**src/rtl/calc_pkg.sv**
```systemverilog
// Shared types and helpers for the calculator result path.
package calc_pkg;

    localparam int unsigned BCD_W = 4;

    typedef enum logic [1:0] {
        IDLE,
        CONV,
        HOLD
    } state_t;

    // Smallest digit count whose decimal range covers every width-bit value.
    function automatic int unsigned digits_for(input int unsigned width);
        longint unsigned lim;
        longint unsigned p;
        int unsigned     d;
        lim = 64'(1) << width;
        p   = 64'(10);
        d   = 1;
        while (p < lim) begin
            p = p * 64'(10);
            d = d + 1;
        end
        return d;
    endfunction

endpackage

```
**src/rtl/bcd_add3.sv**
```systemverilog
// One double-dabble digit correction: add 3 to any digit of 5 or more.
module bcd_add3
    import calc_pkg::*;
(
    input  logic [BCD_W-1:0] d,
    output logic [BCD_W-1:0] q_c
);

    always_comb begin
        q_c = d;
        if (d >= BCD_W'(5)) begin
            q_c = d + BCD_W'(3);
        end
    end

endmodule

```
**src/rtl/sqrt_result_bcd.sv**
```systemverilog
// Converts the free-running Squareroot result to packed BCD whenever it changes
// and offers it to the display driver over valid/ready, keeping the last value.
module sqrt_result_bcd
    import calc_pkg::*;
#(
    parameter int unsigned WIDTH  = 8,
    parameter int unsigned DIGITS = 3
) (
    input  logic                      clk,
    input  logic                      rst_n,
    input  logic [WIDTH-1:0]          in_data,
    output logic [BCD_W*DIGITS-1:0]   out_bcd,
    output logic                      out_valid,
    input  logic                      out_ready,
    output logic                      busy
);

    localparam int unsigned BCD_TOTAL = BCD_W * DIGITS;
    localparam int unsigned CNT_W     = $clog2(WIDTH + 1);

    generate
        if (DIGITS < digits_for(WIDTH)) begin : g_bad_digits
            $error("sqrt_result_bcd: DIGITS too small to hold 2**WIDTH-1");
        end
    endgenerate

    state_t                 state;
    logic [CNT_W-1:0]       cnt;
    logic [WIDTH-1:0]       shift_q;
    logic [WIDTH-1:0]       last_val;
    logic                   primed;
    logic [BCD_TOTAL-1:0]   scratch;
    logic [BCD_TOTAL-1:0]   adj_c;
    logic [BCD_TOTAL-1:0]   scratch_nxt_c;
    logic [WIDTH-1:0]       shift_nxt_c;

    generate
        for (genvar g = 0; g < int'(DIGITS); g++) begin : g_digit
            bcd_add3 u_add3 (
                .d   (scratch[g*BCD_W +: BCD_W]),
                .q_c (adj_c[g*BCD_W +: BCD_W])
            );
        end
    endgenerate

    // One shift-add-3 step: corrected scratch and binary shift left as one word.
    assign {scratch_nxt_c, shift_nxt_c} = {adj_c, shift_q} << 1;

    always_ff @(posedge clk or negedge rst_n) begin
        if (!rst_n) begin
            state     <= IDLE;
            cnt       <= '0;
            shift_q   <= '0;
            last_val  <= '0;
            primed    <= 1'b0;
            scratch   <= '0;
            out_bcd   <= '0;
            out_valid <= 1'b0;
            busy      <= 1'b0;
        end else begin
            case (state)
                IDLE: begin
                    if (!primed || (in_data != last_val)) begin
                        shift_q  <= in_data;
                        last_val <= in_data;
                        primed   <= 1'b1;
                        cnt      <= CNT_W'(WIDTH);
                        scratch  <= '0;
                        busy     <= 1'b1;
                        state    <= CONV;
                    end
                end
                CONV: begin
                    scratch <= scratch_nxt_c;
                    shift_q <= shift_nxt_c;
                    cnt     <= cnt - CNT_W'(1);
                    // Last step: publish straight from the combinational result.
                    if (cnt == CNT_W'(1)) begin
                        out_bcd   <= scratch_nxt_c;
                        out_valid <= 1'b1;
                        state     <= HOLD;
                    end
                end
                HOLD: begin
                    if (out_valid && out_ready) begin
                        out_valid <= 1'b0;
                        busy      <= 1'b0;
                        state     <= IDLE;
                    end
                end
                default: begin
                    state <= IDLE;
                end
            endcase
        end
    end

endmodule

```
**config.mk**
```make
export PLATFORM = sky130hd
export DESIGN_NAME = sqrt_result_bcd
export DESIGN_NICKNAME = d
export VERILOG_FILES = /design/src/rtl/calc_pkg.sv /design/src/rtl/bcd_add3.sv /design/src/rtl/sqrt_result_bcd.sv
export SDC_FILE = /design/constraint.sdc
export NUM_CORES = 1
export LEC_CHECK = 0
export CELL_PAD_IN_SITES_DETAIL_PLACEMENT = 0
export CELL_PAD_IN_SITES_GLOBAL_PLACEMENT = 1
export CORE_UTILIZATION = 46
export CTS_BUF_LIST = sky130_fd_sc_hd__clkbuf_4
export DETAILED_ROUTE_END_ITERATION = 8
export PLACE_DENSITY_LB_ADDON = 0.2
export SLEW_MARGIN = 20
export SYNTH_ARGS = -nofsm -noshare
export SYNTH_HDL_FRONTEND = slang
export SYNTH_HIERARCHICAL = 1
export SYNTH_SLANG_ARGS = --single-unit
export TNS_END_PERCENT = 10
```
**constraint.sdc**
```tcl
create_clock -name clk -period 2.5 [get_ports clk]
set_clock_uncertainty 0.2 [all_clocks]
set_input_delay 0.375 -clock clk [delete_from_list [all_inputs] [get_ports clk]]
set_output_delay 0.375 -clock clk [all_outputs]
set_load 0.01 [all_outputs]
```
# Yosys cells after proc, flatten, opt, wreduce, memory -nomap -nowiden

Cells that the tools add are included.

Bits in registers: 49
Input port bits: 11
Logic and storage cells: 54
Output and inout bits: 14

Reductions and logical operators: 13
Equality and inequality tests: 7
Add/sub/neg operators: 4
Muxes and demuxes: 18
Order comparisons: 3

Operators with widths:

| kind                                                                  | count |
|---|---|
| 12-bit case mux with 2 select lines                                   | 1 |
| 8-bit case mux with 2 select lines                                    | 1 |
| 4-bit by 3-bit >= comparator with 1-bit output, second input constant | 3 |
| 12-bit 2-to-1 mux                                                     | 1 |
| 4-bit 2-to-1 mux                                                      | 3 |
| 3-bit AND reduction                                                   | 3 |
| 4-bit by 2-bit adder with 4-bit output, second input constant         | 2 |
| 8-bit 2-to-1 mux                                                      | 1 |
| 8-bit != test                                                         | 1 |
| 4-bit case mux with 2 select lines                                    | 1 |
| 2-bit 2-to-1 mux                                                      | 3 |
| 2-bit != test, second input constant                                  | 3 |
| 2-bit case mux with 3 select lines                                    | 1 |
| 2-bit AND reduction                                                   | 3 |
| 2-bit nonzero test                                                    | 3 |
| 4-bit by 1-bit == test with 1-bit output, second input constant       | 1 |
| 1-bit case mux with 2 select lines                                    | 2 |
| 4-bit by 1-bit subtractor with 4-bit output, second input constant    | 1 |
| 3-bit by 2-bit adder with 3-bit output, second input constant         | 1 |
| 1-bit 2-to-1 mux                                                      | 3 |
| 3-bit 2-to-1 mux                                                      | 1 |
| 2-bit by 1-bit == test with 1-bit output, second input constant       | 1 |
| 2-bit == test, second input constant                                  | 1 |
| 2-bit logical NOT                                                     | 1 |
| other kinds (3)                                                       | 3 |

# Logic depth before layout (Yosys ltp)

Depth after elaboration: 4
Mapped depth: 6
Mapped depth without buffers: 6

# Modules after synthesis

Netlist, hierarchy kept.

By module, submodules not included:

| module          | times used | cells each | sequential area each (um^2) | area each (um^2) |
|---|---|---|---|---|
| sqrt_result_bcd | 1          | 194        | 1,226.2                     | 2,234.6 |
| bcd_add3        | 3          | 16         | 0.0                         | 101.3 |

# Worst setup path before layout

Ideal clock, no wire load.

Path type: input to register
From: input port in_data[3]
To: register cnt[3]
Library setup time: 0.138 ns
Setup slack: 0.597 ns
Arrival time: 1.565 ns
Buffers on the path: 1
Stages: 5
Required time: 2.162 ns
Path through: xnor2_1 > nand4_2 > o41ai_4 > buf_6 > a22oi_1

Longest elaborated chain between the ends: 4

RTL lines:

| item                                 | RTL line              | source |
|---|---|---|
| from (decl)                          | sqrt_result_bcd.sv:11 | `input logic [WIDTH-1:0] in_data,` |
| 8-bit != test                        | sqrt_result_bcd.sv:63 | `if (!primed \|\| (in_data != last_val)) begin` |
| 1-bit logical OR                     | sqrt_result_bcd.sv:63 |  |
| 2-bit != test (no source line)       | --                    |  |
| 2-bit AND reduction (no source line) | --                    |  |
| to (signal assigned)                 | sqrt_result_bcd.sv:67 | `cnt <= CNT_W'(WIDTH);` |
| to (signal assigned)                 | sqrt_result_bcd.sv:76 | `cnt <= cnt - CNT_W'(1);` |
| to (decl)                            | sqrt_result_bcd.sv:28 | `logic [CNT_W-1:0] cnt;` |

No other way between the ends.
A chain may end at the register's enable or synchronous reset.

# Final worst setup path

From: input port in_data[3]
To: register cnt[0]

The elaborated chain is that of the path after synthesis.

==> results.md <==
Placed design:
- The HPWL reported at the end of detailed placement is 3380 um.
- The global placer's final weighted congestion is roughly 0.76.
- The total of buffers placed on input and output ports is 24.

Worst hold path:
- The tightest min-delay check is of the in -> async type.

Floorplan:
- The floorplan step set the die height to 76.0 um.
- The die boundary width is ~76 um.
- The I/O pin total is 25.
- For this configuration, the core starts out at a cell density of 0.484.
- The die covers 5780 um2.
- The floorplan core area is 5200 um2.
- The floorplan has 26 rows.

Final layout:
- The diode insertion count for antenna repair is 0.
- The library cells used most frequently in the layout, excluding fill and tap cells, are dfrtp_1, nand2_1, clkdlybuf4s50_1.
- The most common cell after layout, fill and taps aside is dfrtp_1.
- The area added between synthesis and finish is 17.3%.
- The share of layout cells above drive strength 1 is 0.202.
- The final-stage net count is 290.

Clock tree:
- The number of clock buffers added by TritonCTS is 5.
- Buffers added to address setup during post-CTS repair amount to 0.
- The H-tree was split into 2 levels.
- The cell at the root of the clock tree is clkbuf_4.
- The CTS tree is yes.
- The count of instances resized after the clock tree is built is 0.
- The total clock sinks is 49.
- The later-pin clock latency in the skew report is 360 ps.
- Clock-pin slew was measured on the worst setup and hold paths at 140 ps.
- The number of buffers between clock root and the deepest sink is 2.

Setup path:
- The slowest stage of the critical path is the clkdlybuf4s50_1 cell.
- STA classifies the critical path startpoint as an input port.
- The worst setup path category is in -> reg.
- The type of element capturing the critical path is a flop.
- At the worst endpoint, the required time is around 2600 ps.
- The largest stage delay on the critical path is 440 ps.
- In this run the worst path has a maximum fanout of 18.
- The data arrival time of the critical path is 2110 ps.
- The critical path goes through clkdlybuf4s50_1 > xnor2_1 > nand4_2 > o41ai_4 > buf_12 > mux2_2.

Timing:
- The final count of hold timing violations came to 0.
- The smallest clock period supported by the final layout is computed as roughly 2000 ps.
- The number of max-slew violations in the final report is 0.
- The actual slew at the worst max-slew pin is 445 ps.
- After routing, the total negative slack on setup checks comes to 0 ps.
- Setup repair after global routing left no endpoint under its margin.
- Headroom to the max-slew limit came out at 0.703.
- The part of the cycle the worst path needs is 0.800.
- The highest achievable clock rate is 0.500 GHz.
- Setup violations remaining at the end of the flow were counted as 0.

Yosys:
- The Yosys step of the flow raised 6 warnings.
- The average instance area after synthesis is 10.6 um2.
- Synthesis produced a netlist whose cell count is 238.
- Synthesis produced a netlist with a net count of 257.
- In this run the cell area of the synthesized design comes to between 2000 and 3000 um2.

Route:
- In this run the remaining antenna-violating nets after routing total 0.
- The vias per cell is 5.35.
- The number of design rule violations left after detail routing is 0.
- The first routing iteration left between 40 and 50 violations.
- The number of iterations in the first detailed-routing pass is 4.
- The total detailed-routing wirelength is about 4800 um.
- The mean routed wirelength per cell is roughly 14 um.
- The final route contains 1828 vias.

Global routing:
- Summed over all layers, the global routing overflow is 0.
- For this run, the total global-route usage over all layers was measured as 0.186.
- The initial antenna violation count is 0.
- The wire length of the first global-routing pass is 8560 um.
- The largest net degree at the start of global routing is 50.
- The via count of the first global-routing pass is 1776.

Pwr:
- The design draws 1.22 mW.
- For this design the static power due to leakage is 1.34 nW.
- The power density over the cells is 414 nW/um2.
- The largest voltage drop on the vdd net is 0.295 mV.

Outcome:
- The run finished with clean final reports.

Job:
- The max-capacitance violation count is 0.
[worst paths after layout]
kind | from | to | slack [ps] | cells after the start
worst max-delay path | in_data[3] | cnt[0] | 500 | 6
worst min-delay path | rst_n | scratch[9] | 310 | 3
worst max register to register | last_val[4] | cnt[0] | 550 | 5
worst min register to register | shift_q[0] | shift_q[0] | 310 | 1
max in group asynchronous | rst_n | shift_q[6] | 1550 | 3
min in group clk | shift_q[0] | shift_q[0] | 310 | 1
[sequential cells by signal, indices dropped and copies added (netlist names)]
register and flops:
busy 1, cnt 4, last_val 8, out_bcd 12, out_valid 1, primed 1
scratch 12, shift_q 8, state 2
[metal layers]
| metal | up-vias | wire length, um | global-route usage |
|---|---|---|---|
| li1 | 910 | - | - |
| met1 | 882 | 2470 | 0.271 |
| met2 | 30 | 2070 | 0.274 |
| met3 | 6 | 181 | 0.0407 |
| met4 | 0 | 69 | 0.0654 |
| met5 | - | 0 | 0 |
[cell type report]
class / instances / area (um2)
Clock buffer: 7 / 52.6
Clock inverter: 1 / 7.51
Fill cell: 456 / 2250
Inverter: 13 / 48.8
Multi-Input combinational cell: 167 / 1190
Sequential cell: 49 / 1230
Tap cell: 70 / 87.6
Timing Repair Buffer: 35 / 345
[where the power goes]
part	switching, mW	internal [mW]
combinational	0.0309	0.0246
sequential	0	0.793
clock	0.243	0.133
total	0.274	0.950
[metrics by stage]
step	setup WS, ps	hold WS (ps)	util	instance area [um2]	std cells
2_1_floorplan	597	-121	-	2520	238
3_3_place_gp	180	183	0.554	2880	333
3_5_place_dp	124	183	0.554	2880	333
4_1_cts	527	306	0.568	2950	342
5_1_grt	438	330	0.568	2950	342
6_report	500	309	0.568	2950	342
[critical path, delay by kind of cell]
kind	cells	cell delay (ps)
AND/OR/NAND/NOR	1	230
XOR/XNOR	1	300
buffers and inverters	2	630
AO/OA/AOI/OAI	1	420
multiplexers	1	150
[repair_timing]
item,4_1_cts,5_1_grt
endpoints found under the hold margin,49,0
hold buffers,1,0
setup endpoints to repair,0,0
Note: power is estimated with default switching activity, not from simulation.
